## src/rtl/galaksija_tap_saver_if.sv

```systemverilog
`default_nettype none
// ============================================================================
// Module   : galaksija_tap_saver_if
// Brief    : hps_io upload handshake between the HPS and the cassette saver.
// Revision : 1.0  initial release
// ============================================================================
interface galaksija_tap_saver_if;
  logic        ioctl_upload_req;
  logic [7:0]  ioctl_upload_index;
  logic        ioctl_upload;
  logic        ioctl_rd;
  logic [26:0] ioctl_addr;
  logic [7:0]  ioctl_din;

  // master = HPS side, slave = saver side
  modport master (
    input  ioctl_upload_req, ioctl_upload_index, ioctl_din,
    output ioctl_upload, ioctl_rd, ioctl_addr
  );

  modport slave (
    output ioctl_upload_req, ioctl_upload_index, ioctl_din,
    input  ioctl_upload, ioctl_rd, ioctl_addr
  );
endinterface
`default_nettype wire

```

## src/rtl/galaksija_tap_saver.sv

```systemverilog
`default_nettype none
// ============================================================================
// Module   : galaksija_tap_saver
// Brief    : Dumps a RAM range to the HPS as a TAP file (header, data, checksum).
// Revision : 1.0  initial release
// ============================================================================
module galaksija_tap_saver #(
  parameter int         AW         = 16,
  parameter logic [7:0] UPLOAD_IDX = 8'h01
) (
  input  wire logic              clk_sys,
  input  wire logic              reset_in,
  input  wire logic              save_start,
  input  wire logic [AW-1:0]     save_from,
  input  wire logic [AW-1:0]     save_to,
  output logic                   busy,
  output logic                   cpu_wait,
  output logic                   error,
  output logic [AW-1:0]          ram_addr,
  output logic                   ram_rd,
  input  wire logic [7:0]        ram_dout,
  galaksija_tap_saver_if.slave   hps,
  output logic [16:0]            file_len
);

  typedef enum logic [2:0] {
    S_IDLE    = 3'd0,
    S_CALC    = 3'd1,
    S_REQ     = 3'd2,
    S_WAIT_UP = 3'd3,
    S_SERVE   = 3'd4,
    S_FETCH   = 3'd5,
    S_DONE    = 3'd6
  } state_t;

  state_t        r_state;
  state_t        w_state_nxt;
  logic [AW-1:0] r_from;
  logic [AW-1:0] r_to;
  logic [AW-1:0] r_rd_ptr;
  logic          r_issue_done;
  logic          r_dv;
  logic          r_dv_last;
  logic          r_fin;
  logic          r_error;
  logic [7:0]    r_sum;
  logic [7:0]    r_chk;
  logic [7:0]    r_din;
  logic [16:0]   r_len;
  logic          w_upload_req;
  logic          w_start_ok;
  logic          w_is_hdr;
  logic          w_is_data;
  logic          w_is_chk;
  logic [26:0]   w_chk_off;
  logic [15:0]   w_from16;
  logic [15:0]   w_to16;
  logic [AW-1:0] w_fetch_addr;

  assign w_start_ok   = save_start && (save_to >= save_from);
  assign w_chk_off    = 27'(r_len) - 27'd1;
  assign w_is_hdr     = hps.ioctl_addr < 27'd4;
  assign w_is_data    = !w_is_hdr && (hps.ioctl_addr < w_chk_off);
  assign w_is_chk     = hps.ioctl_addr == w_chk_off;
  assign w_fetch_addr = r_from + AW'(hps.ioctl_addr - 27'd4);
  assign w_from16     = 16'(r_from);
  assign w_to16       = 16'(r_to);

  assign hps.ioctl_upload_req   = w_upload_req;
  assign hps.ioctl_upload_index = UPLOAD_IDX;
  assign hps.ioctl_din          = r_din;
  assign error                  = r_error;
  assign file_len               = r_len;

  always_ff @(posedge clk_sys or negedge reset_in) begin
    if (!reset_in) r_state <= S_IDLE;
    else           r_state <= w_state_nxt;
  end

  always_comb begin
    w_state_nxt  = r_state;
    busy         = 1'b1;
    cpu_wait     = 1'b0;
    w_upload_req = 1'b0;
    ram_rd       = 1'b0;
    ram_addr     = '0;
    case (r_state)
      S_IDLE: begin
        busy = 1'b0;
        if (w_start_ok) w_state_nxt = S_CALC;
      end
      S_CALC: begin
        cpu_wait = 1'b1;
        if (!r_issue_done) begin
          ram_rd   = 1'b1;
          ram_addr = r_rd_ptr;
        end
        if (r_fin) w_state_nxt = S_REQ;
      end
      S_REQ: begin
        cpu_wait     = 1'b1;
        w_upload_req = 1'b1;
        w_state_nxt  = S_WAIT_UP;
      end
      S_WAIT_UP: begin
        cpu_wait = 1'b1;
        if (hps.ioctl_upload) w_state_nxt = S_SERVE;
      end
      S_SERVE: begin
        cpu_wait = 1'b1;
        if (!hps.ioctl_upload) begin
          w_state_nxt = S_DONE;
        end else if (hps.ioctl_rd && w_is_data) begin
          ram_rd      = 1'b1;
          ram_addr    = w_fetch_addr;
          w_state_nxt = S_FETCH;
        end
      end
      S_FETCH: begin
        // The outstanding byte is always delivered, even if the upload just closed
        cpu_wait    = 1'b1;
        w_state_nxt = hps.ioctl_upload ? S_SERVE : S_DONE;
      end
      S_DONE: begin
        w_state_nxt = S_IDLE;
      end
      default: begin
        busy        = 1'b0;
        w_state_nxt = S_IDLE;
      end
    endcase
  end

  always_ff @(posedge clk_sys or negedge reset_in) begin
    if (!reset_in) begin
      r_from       <= '0;
      r_to         <= '0;
      r_rd_ptr     <= '0;
      r_issue_done <= 1'b0;
      r_dv         <= 1'b0;
      r_dv_last    <= 1'b0;
      r_fin        <= 1'b0;
      r_error      <= 1'b0;
      r_sum        <= 8'h00;
      r_chk        <= 8'h00;
      r_din        <= 8'h00;
      r_len        <= '0;
    end else begin
      case (r_state)
        S_IDLE: begin
          if (save_start) begin
            r_error <= (save_to < save_from);
            if (w_start_ok) begin
              r_from       <= save_from;
              r_to         <= save_to;
              r_rd_ptr     <= save_from;
              r_issue_done <= 1'b0;
              r_dv         <= 1'b0;
              r_dv_last    <= 1'b0;
              r_fin        <= 1'b0;
              r_sum        <= 8'h00;
              r_chk        <= 8'h00;
              r_len        <= 17'(save_to - save_from) + 17'd6;
            end
          end
        end
        S_CALC: begin
          // Read at cycle k, accumulate at k+1, finalise checksum one cycle later
          r_dv      <= ram_rd;
          r_dv_last <= ram_rd && (r_rd_ptr == r_to);
          if (ram_rd) begin
            r_rd_ptr <= r_rd_ptr + AW'(1);
            if (r_rd_ptr == r_to) r_issue_done <= 1'b1;
          end
          if (r_dv) begin
            r_sum <= r_sum + ram_dout;
            if (r_dv_last) r_fin <= 1'b1;
          end
          if (r_fin) r_chk <= 8'hFF - r_sum;
        end
        S_SERVE: begin
          if (hps.ioctl_upload && hps.ioctl_rd) begin
            if (w_is_hdr) begin
              case (hps.ioctl_addr[1:0])
                2'd0:    r_din <= w_from16[7:0];
                2'd1:    r_din <= w_from16[15:8];
                2'd2:    r_din <= w_to16[7:0];
                default: r_din <= w_to16[15:8];
              endcase
            end else if (w_is_chk) begin
              r_din <= r_chk;
            end else if (!w_is_data) begin
              r_din <= 8'h00;
            end
          end
        end
        S_FETCH: begin
          r_din <= ram_dout;
        end
        default: ;
      endcase
    end
  end

endmodule
`default_nettype wire

```

## src/flat_wrapper.sv

```systemverilog
// flat-port wrapper written by rule: the top's interface ports become plain ports
module galaksija_tap_saver_flat 
#(
  parameter int         AW         = 16,
  parameter logic [7:0] UPLOAD_IDX = 8'h01
)
  (clk_sys, reset_in, save_start, save_from, save_to, busy, cpu_wait, error, ram_addr, ram_rd, ram_dout, file_len, hps_ioctl_upload_req, hps_ioctl_upload_index, hps_ioctl_din, hps_ioctl_upload, hps_ioctl_rd, hps_ioctl_addr);
  galaksija_tap_saver_if hps_i ();
  input  wire logic clk_sys;
  input  wire logic reset_in;
  input  wire logic save_start;
  input  wire logic [AW-1:0] save_from;
  input  wire logic [AW-1:0] save_to;
  output logic busy;
  output logic cpu_wait;
  output logic error;
  output logic [AW-1:0] ram_addr;
  output logic ram_rd;
  input  wire logic [7:0] ram_dout;
  output logic [16:0] file_len;
  output wire logic [$bits(hps_i.ioctl_upload_req)-1:0] hps_ioctl_upload_req;
  output wire logic [$bits(hps_i.ioctl_upload_index)-1:0] hps_ioctl_upload_index;
  output wire logic [$bits(hps_i.ioctl_din)-1:0] hps_ioctl_din;
  input wire logic [$bits(hps_i.ioctl_upload)-1:0] hps_ioctl_upload;
  input wire logic [$bits(hps_i.ioctl_rd)-1:0] hps_ioctl_rd;
  input wire logic [$bits(hps_i.ioctl_addr)-1:0] hps_ioctl_addr;
  assign hps_ioctl_upload_req = hps_i.ioctl_upload_req;
  assign hps_ioctl_upload_index = hps_i.ioctl_upload_index;
  assign hps_ioctl_din = hps_i.ioctl_din;
  assign hps_i.ioctl_upload = hps_ioctl_upload;
  assign hps_i.ioctl_rd = hps_ioctl_rd;
  assign hps_i.ioctl_addr = hps_ioctl_addr;
  galaksija_tap_saver #(.AW(AW), .UPLOAD_IDX(UPLOAD_IDX)) u_core (.clk_sys(clk_sys), .reset_in(reset_in), .save_start(save_start), .save_from(save_from), .save_to(save_to), .busy(busy), .cpu_wait(cpu_wait), .error(error), .ram_addr(ram_addr), .ram_rd(ram_rd), .ram_dout(ram_dout), .hps(hps_i), .file_len(file_len));
endmodule
```

## config.mk

```make
export PLATFORM = sky130hd
export DESIGN_NAME = galaksija_tap_saver_flat
export DESIGN_NICKNAME = d
export VERILOG_FILES = /design/src/rtl/galaksija_tap_saver_if.sv /design/src/rtl/galaksija_tap_saver.sv /design/src/flat_wrapper.sv
export SDC_FILE = /design/constraint.sdc
export NUM_CORES = 1
export LEC_CHECK = 0
export BUFFER_PORTS_ARGS = -buffer_cell sky130_fd_sc_hd__buf_2
export CAP_MARGIN = 20
export CORE_MARGIN = 10
export CORE_UTILIZATION = 59
export DETAILED_ROUTE_END_ITERATION = 10
export PLACE_DENSITY_LB_ADDON = 0.05
export SLEW_MARGIN = 20
export SYNTH_ARGS = -nofsm -noshare
export SYNTH_HDL_FRONTEND = slang
export SYNTH_SLANG_ARGS = --single-unit
```

## constraint.sdc

```tcl
create_clock -name clk_sys -period 4.9 [get_ports clk_sys]
set_input_delay 0.735 -clock clk_sys [delete_from_list [all_inputs] [get_ports clk_sys]]
set_output_delay 0.735 -clock clk_sys [all_outputs]
set_load 0.01 [all_outputs]
```

==> out/summary.txt, run 1 <==
Net Switching - 2.559 mW
Boundary pin count - 126
Drt first pass iters - 6
Layout cells sized above 1 - 17.39%
FILL cells - 1,215
Required @ worst endpoint - 4.16 ns
Status - finished clean
Hold_ws - 0.4848 ns
Drt wl/cell - 19.87 um
Vias in the first global route - 7,330
Htree depth - 3
Net Sw Frac - 46.72%
Final max-slew violation count - 0
P per Cell Area - 584.1 nW/um^2
GP Congestion - 0.9307
Ranking of synthesized cells by area - dfrtp_1, ha_1, inv_1, nand2_1, xnor2_1
Final non-filler cell total - 1,262
# clock sinks - 97
Leak Pwr - 4.567 nW
Post-Syn Area - 8295 um^2
ANT nets after route - 0
Die area - 19,200 um^2
Initial Util - 59.99%
CTS Root Cell - clkbuf_16
Via count - 7,629
Sequential Power Share - 30.2%
Core Box Area - 13,830 um^2
Final core utilization - 67.82%
Longest Clk Path Bufs - 2
Arr. time, crit path - 4.00 ns
Max FO, Critical Path - 8
Std-Cell Rows - 43
Met1 GRT Util - 34.87%
Post-Syn Instances - 973
Tcrit/Tclk final - 96.57%
Global-route track usage on met2 - 40.89%
Crit path cell chain - or3_1 > or3_4 > nor2_4 > nand3_2 > or3_4 > ha_1 > and4_1 > a221oi_2 > o2111a_1 > and3_4 > clkinvlp_4 > buf_4 > o21ai_0 > buf_2
Port buffer count - 117
Seq/Total Area, Yosys - 29.26%
Vias per cell - 6.045
Final setup viols - 0
Fmax - 211.3 MHz
Reg-to-reg slack, setup - 1.05 ns
Slew HR - 34.42%
Placed insts - 1,240
Avg Inst Size Synth - 8.526 um^2
Max stage delay on crit path - 0.43 ns
Antenna violations before repair - 0
Layout Nets - 1,256
Largest net degree at the start of global routing - 75
CP bufs+invs - 3
Number of enable flip-flop cells after synthesis - 0
Synth top area share - 29.26%
Die span in y - 138.6 um
Worst slew pin tran - 0.9837 ns
Clock Skews - 0.01047 ns
Post-route DRC - 0
Max capacitance violation total - 0
Gate power share - 56.8%
Clock slew at reported path FFs - 0.07 ns
Synth area leader - dfrtp_1
CP top delay family - simple AND/OR/NAND/NOR gates
Worst min path class - reg -> reg
Kind of critical path - reg -> out
Synthesis-stage register bit count - 97
Slowest cell on crit path - or3_1
Final Critical Period - 4.732 ns
Placed Instance Area - 8977 um^2
YS warnings - 0
First-pass GRT wire length - 39,710 um
Dpl hpwl - 20,210 um
Die X - 138.6 um
Layer with the highest usage - met2
CP Launch Type - register
Post-synth ARST share - 100.0%
Most used cell, CP - or3_4
WL final - 25,080 um
Hold buffer count at CTS - 0
Post-route cell area - 9378 um^2
Setup ws final - 0.1679 ns
Routing usage on met3 - 4.521%
CTS tree - built
Grt total ovfl - 0
Top_reg_cell synth - dfrtp_1
CP Capture Type - output port
Clock share of power - 13.0%
Clock latency on the worst-skew pair - 0.36 ns
Distinct cells, synth - 65
Pre-CTS setup slack - 0.1763 ns
Pint - 2.919 mW
Clock buffer count from CTS - 9
Iteration-0 DRC Markers - 613
Layout area overhead - 13.05%
GR Util All Layers - 25.41%
Peak VDD IR - 0.3113 mV
Final hold violations - 0
==> through the flow <==
step	setup TNS (ns)	total power, mW
finish	0	5.478
global route	-0.04660	5.895
global placement	0	4.655
floorplan	0	3.698
CTS	0	5.423
detailed placement	0	4.692
==> cells in the mapped netlist, drive strengths merged (18+ instances only) <==
cell	n
ha	99
xor2	18
clkbuf	25
buf	18
a21oi	44
nand2	110
dfrtp	97
nor2	47
xnor2	41
inv	125
nand3	23
o21ai	68
==> sequential cells by signal (all words and copies together), names as in the netlist <==
| signal | cells |
|---|---|
| u_core.r_dv_last | 1 |
| u_core.error | 1 |
| u_core.r_to | 16 |
| u_core.r_chk | 8 |
| u_core.hps.ioctl_din | 8 |
| u_core.r_fin | 1 |
| u_core.r_state | 3 |
| u_core.r_rd_ptr | 16 |
| u_core.r_issue_done | 1 |
| u_core.r_sum | 8 |
| u_core.file_len | 17 |
| u_core.r_from | 16 |
| u_core.r_dv | 1 |
==> timing repair <==
item                                    4_1_cts  5_1_grt
pin swaps                                     0        1
gates resized for setup                       4        9
endpoints found under the setup margin       17       17
endpoints found under the hold margin         0        0
setup buffers                                 3        2
==> cells in the final DEF (no fill, tap or decap), types with 16 or more instances in the layout <==
cell type,count
o22ai_1,17
inv_1,124
buf_2,116
o21ai_0,66
a21oi_1,43
nand2_1,110
nor2_1,45
nor3_1,16
xnor2_1,41
ha_1,98
xor2_1,18
dfrtp_1,97
nand3_1,22
==> final cells by class <==
type / instances / area, um^2 / share of cell area [%]
multi-input combinational: 714 / 5269 / 56.18
clock inverter: 3 / 22.52 / 0.2402
timing repair buffer: 129 / 678.2 / 7.231
sequential: 97 / 2427 / 25.88
inverter: 125 / 473.0 / 5.043
clock buffer: 13 / 280.3 / 2.989
tap: 180 / 225.2 / 2.402
antenna: 1 / 2.502 / 0.02668
==> power groups by stage <==
stage / sequential (mW) / clock (mW) / combinational, mW
detailed placement: 1.64 / 0 / 3.05
CTS: 1.63 / 0.719 / 3.08
floorplan: 1.48 / 0 / 2.21
global route: 1.69 / 0.752 / 3.46
global placement: 1.63 / 0 / 3.03
finish: 1.65 / 0.714 / 3.11
==> kinds of logic after synthesis <==
logic type                 Yosys count  synth area share (%)
AOI/OAI and AO/OA                  247                 20.35
DFF                                 97                 29.26
adders and majority gates          108                 17.10
other                                2               0.09053
xor gates and xnor gates            59                 6.229
buffers and inverters              168                 8.250
and+or+nand+nor                    280                 16.06
muxes                               12                 2.655
==> metal layers <==
layer / vias up / share of wire (%)
li1: 3627 / -
met1: 3640 / 44
met2: 323 / 46
met3: 39 / 8.1
met4: 0 / 1.6
met5: - / 0
==> path summary, 6_finish.rpt <==
path / start / endpoint / depth (start not counted)
max: u_core.file_len[3]$_DFFE_PN0P_ / ram_addr[10] / 14
min: u_core.r_sum[5]$_DFFE_PN0P_ / u_core.r_chk[5]$_DFFE_PN0P_ / 1
max reg2reg: u_core.file_len[3]$_DFFE_PN0P_ / u_core.hps.ioctl_din[7]$_DFFE_PN0P_ / 14
min reg2reg: u_core.r_sum[5]$_DFFE_PN0P_ / u_core.r_chk[5]$_DFFE_PN0P_ / 1
max in group asynchronous: reset_in / u_core.r_to[15]$_DFFE_PN0P_ / 2
min in group asynchronous: reset_in / u_core.file_len[4]$_DFFE_PN0P_ / 1
==> worst register-to-register path, cell delays in order (launching register included) <==
cell	delay, ns
dfrtp_1	0.42
or3_1	0.43
or3_4	0.36
nor2_4	0.13
nand3_2	0.11
or3_4	0.41
buf_4	0.17
ha_1	0.28
and4_1	0.21
nand2_1	0.09
nor2_2	0.16
o41ai_1	0.11
and3_1	0.23
nand2b_1	0.30
o221a_2	0.34
Power figures use the tool's default switching activity.
==> run 2, diff against run 1 <==
Settings changed: ABC_CLOCK_PERIOD_IN_PS set to 4900, RECOVER_POWER set to 100, SKIP_LAST_GASP set to 1.
==> out/summary.txt, run 2 (synthesis results as in run 1) <==
# clock sinks - 97
Layout Nets - 1,256
Via count - 7,614
Fmax - 211.5 MHz
WL final - 25,070 um
P per Cell Area - 584.7 nW/um^2
CTS Root Cell - clkbuf_16
Required @ worst endpoint - 4.16 ns
Tcrit/Tclk final - 96.48%
Crit path cell chain - or3_1 > or3_4 > nor2_4 > nand3_2 > or3_4 > ha_1 > and4_1 > a221oi_2 > o2111a_1 > and3_4 > clkinvlp_4 > buf_4 > o21ai_0 > buf_2
Die X - 138.6 um
CP bufs+invs - 3
Max FO, Critical Path - 8
Max reg flops - 17
Placed Instance Area - 8977 um^2
Std-Cell Rows - 43
First-pass GRT wire length - 39,710 um
GP Congestion - 0.9307
Slowest cell on crit path - or3_1
Clock Skews - 0.01225 ns
Layout area overhead - 12.16%
Drt wl/cell - 19.88 um
CTS tree - built
Clock slew at reported path FFs - 0.07 ns
Commonest non-fill, non-tap cell in the layout - inv_1
CP Capture Type - output port
Drt first pass iters - 7
Final hold violations - 0
CP Launch Type - register
Max stage delay on crit path - 0.43 ns
Boundary pin count - 126
Hold buffer count at CTS - 0
Iteration-0 DRC Markers - 679
Hold_ws - 0.4883 ns
# diodes - 0
Worst min path class - reg -> reg
Antenna violations before repair - 0
Grt total ovfl - 0
Vias per cell - 6.038
Largest net degree at the start of global routing - 75
Die area - 19,200 um^2
Leak Pwr - 4.459 nW
Final max-slew violation count - 115
Clock buffer count from CTS - 9
Worst slew pin tran - 1.945 ns
Failing checks - capacitance limit, slew limit
Pre-CTS setup slack - 0.1763 ns
Vias in the first global route - 7,330
FILL cells - 1,244
GR Util All Layers - 25.41%
Initial Util - 59.99%
Htree depth - 3
Final setup viols - 0
ANT nets after route - 0
Core Box Area - 13,830 um^2
Clock latency on the worst-skew pair - 0.36 ns
Peak VDD IR - 0.3045 mV
Setup ws final - 0.1723 ns
Slew HR - -29.64%
Most used cell, CP - or3_4
Port buffer count - 117
Final Critical Period - 4.728 ns
Placed insts - 1,240
Most frequent cells in the layout - inv_1, nand2_1, ha_1
Die span in y - 138.6 um
Longest Clk Path Bufs - 2
Max capacitance violation total - 2
Kind of critical path - reg -> out
Final non-filler cell total - 1,261
TNS Setup - 0 ns
Dpl hpwl - 20,210 um
CP top delay family - simple AND/OR/NAND/NOR gates
Layout cells sized above 1 - 13.97%
Status - finished with violations
Post-route cell area - 9304 um^2
Post-route DRC - 0
Arr. time, crit path - 3.99 ns
[run 2: cell types whose count changed in the layout (fill, tap and decap cells not counted), sizes merged]
cell,previous run,this run
clkbuf,13,48
diode,1,0
buf,129,94
[run 2: what timing repair did]
item | in CTS | in global routing
resized for setup | 4 | 9
buffers inserted | 3 | 2
pin swaps | 0 | 1
setup endpoints to repair | 17 | 17
[run 2: metal layers]
layer	up-vias	track usage [%]	routed length (um)
li1	3623	-	-
met1	3638	34.87	11190
met2	324	40.89	11570
met3	29	4.521	1904
met4	0	5.494	409
met5	-	0	0
[run 2: report_power, final]
| part | switching, mW | total, mW | internal [mW] | leakage, nW |
|---|---|---|---|---|
| Sequential | 0.489 | 1.65 | 1.16 | 1.19 |
| Combinational | 1.75 | 3.07 | 1.32 | 3.13 |
| Clock | 0.316 | 0.716 | 0.400 | 0.140 |
| Total | 2.55 | 5.44 | 2.88 | 4.46 |
[run 2: path summary, 6_finish.rpt]
| path | startpoint | end | slack (ns) | cells past startpoint |
|---|---|---|---|---|
| worst max-delay path | u_core.file_len[3]$_DFFE_PN0P_ | ram_addr[10] | 0.17 | 14 |
| worst min-delay path | u_core.r_sum[0]$_DFFE_PN0P_ | u_core.r_chk[0]$_DFFE_PN0P_ | 0.49 | 1 |
| worst max register to register | u_core.file_len[3]$_DFFE_PN0P_ | u_core.hps.ioctl_din[7]$_DFFE_PN0P_ | 1.04 | 14 |
| worst min register to register | u_core.r_sum[0]$_DFFE_PN0P_ | u_core.r_chk[0]$_DFFE_PN0P_ | 0.49 | 1 |
| max in group asynchronous | reset_in | u_core.r_to[15]$_DFFE_PN0P_ | 1.99 | 2 |
| min in group asynchronous | reset_in | u_core.file_len[4]$_DFFE_PN0P_ | 0.91 | 1 |
[run 2: worst register-to-register path: cells and delay by family, from the launching register on]
kind / cells / cell delay [ns]
AOI/OAI and AO/OA: 2 / 0.45
adders and majority gates: 1 / 0.28
buffers and inverters: 1 / 0.17
DFF: 1 / 0.42
and+or+nand+nor: 10 / 2.43
[run 2: stage by stage]
| stage | power [mW] | util (%) |
|---|---|---|
| finish | 5.440 | 67.29 |
| global route | 5.862 | 67.29 |
| CTS | 5.423 | 67.37 |
| detailed placement | 4.692 | 64.93 |
| global placement | 4.655 | 64.93 |
| floorplan | 3.698 | - |
[run 2: area by class of cell]
type	instances	area, um^2	area share [%]
clock buffers	13	280.3	3.012
clock inverters	3	22.52	0.2421
inverters	125	473.0	5.083
multi-input cells	714	5249	56.41
flip-flops and latches	97	2427	26.09
well taps	180	225.2	2.421
repair buffers	129	626.9	6.737
==> run 3, diff against run 2 <==
Settings changed: ABC_AREA set to 1, BUFFER_PORTS_ARGS -buffer_cell sky130_fd_sc_hd__buf_2 to not set, CORE_UTILIZATION 59 to 66, DONT_BUFFER_PORTS set to 1, TNS_END_PERCENT set to 20.
==> out/summary.txt, run 3 <==
Synth top area share - 26.71%
Commonest non-fill, non-tap cell in the layout - nand2_1
Drt first pass iters - 8
Antenna violations before repair - 0
CP Capture Type - output port
Synthesis-stage register bit count - 97
Drt wl/cell - 18.25 um
Clock slew at reported path FFs - 0.07 ns
Core Box Area - 13,350 um^2
FILL cells - 1,216
Synth area leader - dfrtp_1
Clock buffer count from CTS - 9
ANT nets after route - 0
Top_reg_cell synth - dfrtp_1
Gate power share - 55.7%
Pint - 2.540 mW
Resize count post-CTS - 0
Initial Util - 68.08%
Final Critical Period - 4.532 ns
CTS Root Cell - clkbuf_16
Seq/Total Area, Yosys - 26.71%
Distinct cells, synth - 51
Vias in the first global route - 7,867
Avg Inst Size Synth - 7.224 um^2
Post-Syn Instances - 1,258
Placed Instance Area - 9121 um^2
GP Congestion - 0.9952
Largest net degree at the start of global routing - 98
Post-route DRC - 0
YS warnings - 0
Clock Skews - 0.01078 ns
CTS tree - built
CP Launch Type - register
Required @ worst endpoint - 4.16 ns
Die X - 137.3 um
Number of enable flip-flop cells after synthesis - 0
Most numerous cell in the Yosys netlist - nand2_1
# diodes - 0
Status - finished clean
Worst min path class - in -> async
Max capacitance violation total - 0
Final hold violations - 0
Kind of critical path - reg -> out
Fmax - 220.7 MHz
First-pass GRT wire length - 40,760 um
Post-Syn Area - 9087 um^2
Max reg flops - 17
Clock latency on the worst-skew pair - 0.37 ns
Layout area overhead - 2.079%
Iteration-0 DRC Markers - 516
Grt total ovfl - 0
Worst slew pin tran - 0.9615 ns
Die area - 18,860 um^2
Most frequent cells in the layout - nand2_1, inv_1, o21ai_0
Die span in y - 137.3 um
Layout cells sized above 1 - 4.404%
Htree depth - 3
Ranking of synthesized cells by area - dfrtp_1, nand2_1, ha_1, inv_1, o21ai_0
# clock sinks - 97
Reg-to-reg slack, setup - 1.45 ns
WL final - 26,010 um
Via count - 8,168
Sequential Power Share - 30.9%
Post-CTS Setup Inserts - 0
Commonest cells in the netlist - nand2_1, inv_1, ha_1
Tcrit/Tclk final - 92.48%
Port buffer count - 0
RSZ-0062 raised after global routing - no
TNS Setup - 0 ns
Post-synth ARST share - 100.0%
Final max-slew violation count - 0
Net Switching - 2.650 mW
Vias per cell - 5.732
Peak VDD IR - 0.3142 mV
Hold_ws - 0.07458 ns
Std-Cell Rows - 42
Boundary pin count - 126
Leak Pwr - 4.851 nW
Clock share of power - 13.4%
Net Sw Frac - 51.06%
Max FO, Critical Path - 13
Post-route cell area - 9276 um^2
Final setup viols - 0
Hold buffer count at CTS - 0
Arr. time, crit path - 3.80 ns
P per Cell Area - 559.5 nW/um^2
Dpl hpwl - 21,090 um
Slew HR - 35.23%
GR Util All Layers - 27.74%
Layout Nets - 1,425
Longest Clk Path Bufs - 2
## run 3: cell types whose count changed after synthesis, moves of 22 or more
cell      previous run  this run
inv_1              125       178
clkbuf_1            25         3
nand3_1             23        69
xor2_1              18        41
nand2_1            110       345
nor2_1              47        75
## run 3: metal layers
metal  global-route usage (%)  vias to the layer above  wire length [um]  part of all wire (%)
met1                    32.56                     3774             10310                    40
met2                    46.71                      312             12480                    48
met5                        0                        -                 0                     0
met4                    11.24                        0               849                   3.3
met3                    7.939                       62              2376                   9.1
li1                         -                     4020                 -                     -
## run 3: power groups by stage
stage                     combinational [mW]  sequential, mW  clock [mW]
after CTS                               2.97            1.59       0.702
after detailed placement                2.94            1.61           0
after global placement                  2.90            1.60           0
after floorplan                         2.37            1.44           0
final                                   2.89            1.61       0.695
after global routing                    3.26            1.64       0.728
## run 3: path summary, 6_finish.rpt
check | from | to | cells after the start
max reg2reg | u_core.file_len[0]$_DFFE_PN0P_ | u_core.hps.ioctl_din[2]$_DFFE_PN0P_ | 17
min in group clk_sys | save_to[12] | u_core.r_to[12]$_DFFE_PN0P_ | 2
max in group asynchronous | reset_in | u_core.file_len[15]$_DFFE_PN0P_ | 0
min | reset_in | u_core.hps.ioctl_din[0]$_DFFE_PN0P_ | 0
min reg2reg | u_core.r_from[11]$_DFFE_PN0P_ | u_core.r_from[11]$_DFFE_PN0P_ | 2
max | u_core.file_len[0]$_DFFE_PN0P_ | ram_addr[15] | 16
## run 3: logic make-up after synthesis
| logic type | synth area share, % |
|---|---|
| xor gates and xnor gates | 6.554 |
| buffers and inverters | 10.23 |
| adders and majority gates | 15.61 |
| AOI/OAI and AO/OA | 12.63 |
| DFF | 26.71 |
| other | 0.08264 |
| and+or+nand+nor | 28.18 |
## run 3: cell type report
| cell class | instances | area (um^2) | area share (%) |
|---|---|---|---|
| clock buffers | 11 | 242.7 | 2.617 |
| clock inverters | 4 | 36.28 | 0.3912 |
| inverters | 190 | 719.4 | 7.756 |
| multi-input cells | 947 | 5630 | 60.70 |
| flip-flops and latches | 97 | 2427 | 26.17 |
| well taps | 176 | 220.2 | 2.374 |
## run 3: critical path, cell delays in order (launching register included)
cell	delay, ns
dfrtp_1	0.46
inv_1	0.14
ha_1	0.19
nand2_1	0.11
nor4_2	0.39
nand3_1	0.19
nor2_1	0.16
xor2_1	0.17
ha_1	0.27
a21o_1	0.16
a21oi_1	0.12
nand2_1	0.07
nand2_1	0.13
nand3_2	0.14
nor2_4	0.20
nand2_4	0.13
o21ai_0	0.39
## run 3: per-stage QoR
step,std cells,power [mW],setup WS [ns],utilization (%)
5_1_grt,1425,5.623,0.05062,69.50
4_1_cts,1425,5.260,0.3159,70.43
6_report,1425,5.190,0.3683,69.50
3_3_place_gp,1410,4.497,0.8231,68.34
2_1_floorplan,1264,3.810,1.306,-
3_5_place_dp,1410,4.542,0.7195,68.34
